[src/rtl/drive_cali_sequencer.sv]
// Per-qubit drive calibration coefficient store and load sequencer.
// Applies one qubit's coefficient set to registered outputs, then flags it valid once it has settled.
module drive_cali_sequencer #(
  parameter int IQ_CALI_WIDTH = 9,
  parameter int NUM_QUBIT     = 8,
  parameter int SETTLE_CYCLES = 2,
  localparam int QID_W        = (NUM_QUBIT > 1) ? $clog2(NUM_QUBIT) : 1
) (
  input  logic                     clk,
  input  logic                     rst_n,
  input  logic                     cfg_we,
  input  logic [QID_W-1:0]         cfg_qubit,
  input  logic [2:0]               cfg_field,
  input  logic [IQ_CALI_WIDTH-1:0] cfg_data,
  input  logic                     sel_valid,
  output logic                     sel_ready,
  input  logic [QID_W-1:0]         sel_qubit,
  input  logic                     sel_bypass,
  output logic [IQ_CALI_WIDTH-1:0] alpha_i,
  output logic [IQ_CALI_WIDTH-1:0] beta_i,
  output logic [IQ_CALI_WIDTH-1:0] alpha_q,
  output logic [IQ_CALI_WIDTH-1:0] beta_q,
  output logic [IQ_CALI_WIDTH-1:0] dc_correction,
  output logic                     cali_valid,
  output logic [QID_W-1:0]         active_qubit,
  output logic                     sel_err,
  output logic [1:0]               dbg_state
);

  localparam int CNT_W = (SETTLE_CYCLES > 0) ? $clog2(SETTLE_CYCLES + 1) : 1;
  localparam logic [IQ_CALI_WIDTH-1:0] ALPHA_ID = '1;
  localparam logic [IQ_CALI_WIDTH-1:0] ZERO_ID  = '0;

  typedef enum logic [1:0] {IDLE, LOAD, SETTLE, ACTIVE} state_t;

  // Handshake: a select transfers on any rising edge where sel_valid && sel_ready;
  // sel_ready is high only while no load/settle is in progress (IDLE or ACTIVE).

  state_t                     state;
  logic [CNT_W-1:0]           cnt;
  logic                       pending;
  logic                       applied_tbl;
  logic                       cap_tbl;
  logic [QID_W-1:0]           cap_qubit;
  logic [IQ_CALI_WIDTH-1:0]   tbl [NUM_QUBIT][5];
  logic [IQ_CALI_WIDTH-1:0]   load_set [5];
  logic                       cfg_ok;
  logic                       sel_in_range;
  logic                       accept;
  logic                       live_hit;

  assign sel_ready    = (state == IDLE) || (state == ACTIVE);
  assign accept       = sel_valid && sel_ready;
  assign sel_in_range = 32'(sel_qubit) < NUM_QUBIT;
  assign cfg_ok       = cfg_we && (cfg_field < 3'd5) && (32'(cfg_qubit) < NUM_QUBIT);
  assign live_hit     = cfg_ok && (cfg_qubit == active_qubit) && applied_tbl &&
                        ((state == SETTLE) || (state == ACTIVE));
  assign dbg_state    = state;

  // A write landing on the LOAD edge is forwarded so the load never applies stale data.
  always_comb begin
    for (int f = 0; f < 5; f++) begin
      load_set[f] = tbl[cap_qubit][f];
      if (cfg_ok && (cfg_qubit == cap_qubit) && (cfg_field == 3'(f)))
        load_set[f] = cfg_data;
    end
  end

  always_ff @(posedge clk or negedge rst_n) begin
    if (!rst_n) begin
      for (int q = 0; q < NUM_QUBIT; q++) begin
        tbl[q][0] <= ALPHA_ID;
        tbl[q][1] <= ZERO_ID;
        tbl[q][2] <= ALPHA_ID;
        tbl[q][3] <= ZERO_ID;
        tbl[q][4] <= ZERO_ID;
      end
    end else begin
      for (int q = 0; q < NUM_QUBIT; q++)
        for (int f = 0; f < 5; f++)
          if (cfg_ok && (cfg_qubit == QID_W'(q)) && (cfg_field == 3'(f)))
            tbl[q][f] <= cfg_data;
    end
  end

  always_ff @(posedge clk or negedge rst_n) begin
    if (!rst_n) begin
      state         <= IDLE;
      cnt           <= '0;
      pending       <= 1'b0;
      applied_tbl   <= 1'b0;
      cap_tbl       <= 1'b0;
      cap_qubit     <= '0;
      alpha_i       <= ALPHA_ID;
      beta_i        <= ZERO_ID;
      alpha_q       <= ALPHA_ID;
      beta_q        <= ZERO_ID;
      dc_correction <= ZERO_ID;
      cali_valid    <= 1'b0;
      active_qubit  <= '0;
      sel_err       <= 1'b0;
    end else begin
      if (live_hit)
        pending <= 1'b1;
      case (state)
        IDLE, ACTIVE: begin
          if (accept) begin
            state      <= LOAD;
            cali_valid <= 1'b0;
            cap_tbl    <= !sel_bypass && sel_in_range;
            cap_qubit  <= sel_in_range ? sel_qubit : active_qubit;
            if (!sel_in_range)
              sel_err <= 1'b1;
          end else if ((state == ACTIVE) && pending) begin
            state      <= LOAD;
            cali_valid <= 1'b0;
            cap_tbl    <= 1'b1;
            cap_qubit  <= active_qubit;
          end
        end
        LOAD: begin
          pending <= 1'b0;
          if (cap_tbl) begin
            alpha_i       <= load_set[0];
            beta_i        <= load_set[1];
            alpha_q       <= load_set[2];
            beta_q        <= load_set[3];
            dc_correction <= load_set[4];
            active_qubit  <= cap_qubit;
            applied_tbl   <= 1'b1;
          end else begin
            alpha_i       <= ALPHA_ID;
            beta_i        <= ZERO_ID;
            alpha_q       <= ALPHA_ID;
            beta_q        <= ZERO_ID;
            dc_correction <= ZERO_ID;
            applied_tbl   <= 1'b0;
          end
          if (SETTLE_CYCLES == 0) begin
            state      <= ACTIVE;
            cali_valid <= 1'b1;
          end else begin
            state <= SETTLE;
            cnt   <= CNT_W'(SETTLE_CYCLES);
          end
        end
        SETTLE: begin
          if (cnt <= CNT_W'(1)) begin
            state      <= ACTIVE;
            cali_valid <= 1'b1;
          end else begin
            cnt <= cnt - 1'b1;
          end
        end
        default: state <= IDLE;
      endcase
    end
  end

endmodule
[config.mk]
export PLATFORM = sky130hd
export DESIGN_NAME = drive_cali_sequencer
export DESIGN_NICKNAME = d
export VERILOG_FILES = /design/src/rtl/drive_cali_sequencer.sv
export SDC_FILE = /design/constraint.sdc
export NUM_CORES = 1
export LEC_CHECK = 0
export ABC_AREA = 1
export CAP_MARGIN = 0
export CORE_MARGIN = 3
export CORE_UTILIZATION = 50
export CTS_CLUSTER_DIAMETER = 60
export DETAILED_ROUTE_END_ITERATION = 12
export PLACE_DENSITY = 0.67
export SYNTH_ARGS = -nofsm -noshare
export SYNTH_HDL_FRONTEND = slang
export SYNTH_SLANG_ARGS = --single-unit
[constraint.sdc]
create_clock -name clk -period 1.8 [get_ports clk]
set_input_delay 0.27 -clock clk [delete_from_list [all_inputs] [get_ports clk]]
set_output_delay 0.27 -clock clk [all_outputs]
set_load 0.1 [all_outputs]
==> results_dict.tcl <==
set metrics [dict create \
    outcome "complete, but fails checks" \
    violations "negative setup slack" \
    drt_pass1_iterations 5 \
    grt.busiest_layer "met2" \
    fp.coreArea_um2 41500 \
    post_drt_via_cell_ratio 5.45 \
    grt_pass1_vias 16900 \
    cts_tree "yes" \
    nets 2732 \
    ys_seq_area_share_pct 50.2 \
    setup_viol 1 \
    whs_ps 201 \
    grt_util_met3_pct 3.75 \
    clockBufferDepth 3 \
    power_mw 41.5 \
    crit_slowest_cell "dfrtp_4" \
    worstMarginPinSlew_ps 534 \
    grt_pass1_wl_mm 94.2 \
    slew_headroom_pct 64.4 \
    die-area_um2 45100 \
    port_buffers 74 \
    yosys_warnings 0 \
    clk_pin_slew_ps 60 \
    r2r_slack_ps 30 \
    p_leak_nw 12.1 \
    vdd_drop_max_uv 1230 \
    yosys-top-cells-area "dfrtp_1 30%, dfstp_2 20%, nand2_1 19%" \
    crit_arrival_ps 1540 \
    period_needed_ps 1810 \
    placed_cell_area_um2 23300 \
    max_clock_freq_mhz 552 \
    postSynthAreaPerCell_um2 8.09 \
    path_max_fanout 2 \
    dp_hpwl_mm 37.0 \
    synth_cell_type_count 35 \
    syn_area_um2 21300 \
    cp_cell_sequence "ha_4 -> buf_12" \
    finClkSkew_ps 17.5 \
    synth_nets 2661 \
    synth_top_area_share_pct 30.2 \
    grt_max_degree 93 \
    place_ws_ps -376 \
    cts_root_buf "clkbuf_16" \
    grt_util_met2_pct 41.1 \
    syn_to_final_growth_pct 18.3 \
    synth_seq_cells 419 \
    die_h_um 212 \
    synth_top_area_cell "dfrtp_1" \
    route.detailed.drc 0 \
    grt_use_total_pct 26.3 \
    wl_per_cell_um 18.0 \
    clkLatencyLatePin_ps 580 \
    drt_iter0_markers 1951 \
    end_kind "output pin" \
    crit_required_ps 1530 \
    synthCells 2633 \
    htreeDepth 2 \
    fillers 3541 \
    crit_path_max_incr_delay_ps 490 \
    routabilityCongestion 0.884 \
    initial_core_util_pct 51.4 \
    fp.dieW_um 212 \
    rsz0062_at_grt "yes" \
    hold_class "in -> async" \
    setup_ws_ps -12.1 \
    antenna_found_initial 0 \
    grt_overflow 0 \
    ios 76 \
    n_antenna_cell 0 \
    path_class "reg -> out" \
    period_share_pct 101 \
    vias 17800 \
    cap_violations 0 \
    grt_use_met1_pct 38.8 \
    powerDensity_nw_per_um2 1650 \
    final-hold-violation-count 0 \
    ant_nets 0 \
    num_rows 74 \
    layout-drive-gt1-share_pct 22.2 \
    start_kind "flop" \
    cts_buffers 48 \
    design_area_um2 25200 \
    slew_viol_final 0 \
    drt_wl_total_mm 59.0 \
    cts_sinks 419 \
]
-- cells in the final DEF, fill, tap and decap left out, types with 4 or more instances in the layout --
cell	instances
nor2_1	6
dfrtp_4	4
clkinv_2	7
nand3_1	223
o21ai_0	12
o21ai_2	70
dfstp_2	162
nand3_2	6
or2_2	18
inv_2	17
nand2_2	19
inv_1	175
buf_12	80
clkbuf_16	52
nand2_1	1075
buf_6	9
clkdlybuf4s50_1	21
buf_4	74
nor2_8	11
o21ai_1	290
clkbuf_1	14
nand2_4	41
nand4_1	45
dfrtp_1	252
nand3_4	4
inv_6	4
-- stage by stage --
step	utilization, %	cells	setup TNS, ps
floorplan	-	2633	0
detailed placement	56.3	3168	-125850
CTS	59.9	3257	-27.2
finish	60.7	3271	-12.1
global placement	56.3	3168	-115200
global route	60.7	3271	-376
-- final timing paths --
path | start | endpoint | depth (start not counted)
max | dbg_state[1] | sel_ready | 2
min | rst_n | tbl[196] | 2
max reg2reg | cap_qubit[0] | alpha_i[3] | 11
min reg2reg | tbl[71] | tbl[71] | 2
max in group asynchronous | rst_n | tbl[204] | 3
min in group clk | sel_bypass | cap_tbl | 2
-- what timing repair did --
| action | 4_1_cts | 5_1_grt |
|---|---|---|
| cloned | 0 | 6 |
| resized for setup | 0 | 44 |
| setup buffers | 3 | 8 |
| pin swaps | 2 | 9 |
| setup endpoints to repair | 4 | 26 |
| hold buffers | 1 | 0 |
| endpoints found under the hold margin | 175 | 0 |
-- flip-flops by register name, summed over array words and instances (netlist names) --
register,count
active_qubit,3
beta_i,9
applied_tbl,1
cap_qubit,3
beta_q,9
dbg_state,2
cnt,2
alpha_i,9
cap_tbl,1
tbl,360
cali_valid,1
dc_correction,9
alpha_q,9
pending,1
-- cells by family (layout without fill, tap and decap cells) --
logic type                 after synthesis  after routing  synth area share (%)
and+or+nand+nor                       1459           1461                  30.7
DFF                                    419            419                  50.2
AOI/OAI and AO/OA                      380            380                  10.2
buffers and inverters                  368            472                  8.59
adders and majority gates                5              5                 0.294
other                                    1              1                0.0176
xor gates and xnor gates                 1              1                0.0764
-- cells in the mapped netlist, drive strengths merged --
cell type / count
a21oi: 3
a22oi: 1
a31oi: 3
buf: 95
clkbuf: 79
conb: 1
dfrtp: 257
dfstp: 162
ha: 5
inv: 194
nand2: 1137
nand3: 232
nand4: 47
nor2: 20
nor3: 5
o211ai: 1
o21ai: 372
or2: 18
xnor2: 1
-- metal layers --
layer	vias to the layer above	part of all wire (%)
met5	-	0
met3	77	7.8
met1	8558	45
met4	0	1.9
met2	667	45
li1	8528	-
-- where the power goes --
part | leakage, nW | total [mW] | switching, mW | internal, mW
combinational | 6.26 | 19.6 | 12.9 | 6.65
sequential | 5.13 | 12.5 | 1.23 | 11.3
clock | 0.732 | 9.34 | 3.91 | 5.43
total | 12.1 | 41.5 | 18.1 | 23.4
-- critical path: cells and delay by family (launching register included) --
family                     cells  cell delay (ps)
DFF                            1              490
adders and majority gates      1              310
buffers and inverters          1              170
-- layout make-up --
type	count	area, µm²	area share [%]
clock buffer	66	1320	5.24
clock inverter	19	171	0.680
inverter	194	741	2.94
multi-input combinational	1848	8950	35.5
sequential	419	10700	42.5
tap	532	666	2.64
timing repair buffer	193	2640	10.5
Note: power is estimated with default switching activity, not from simulation.
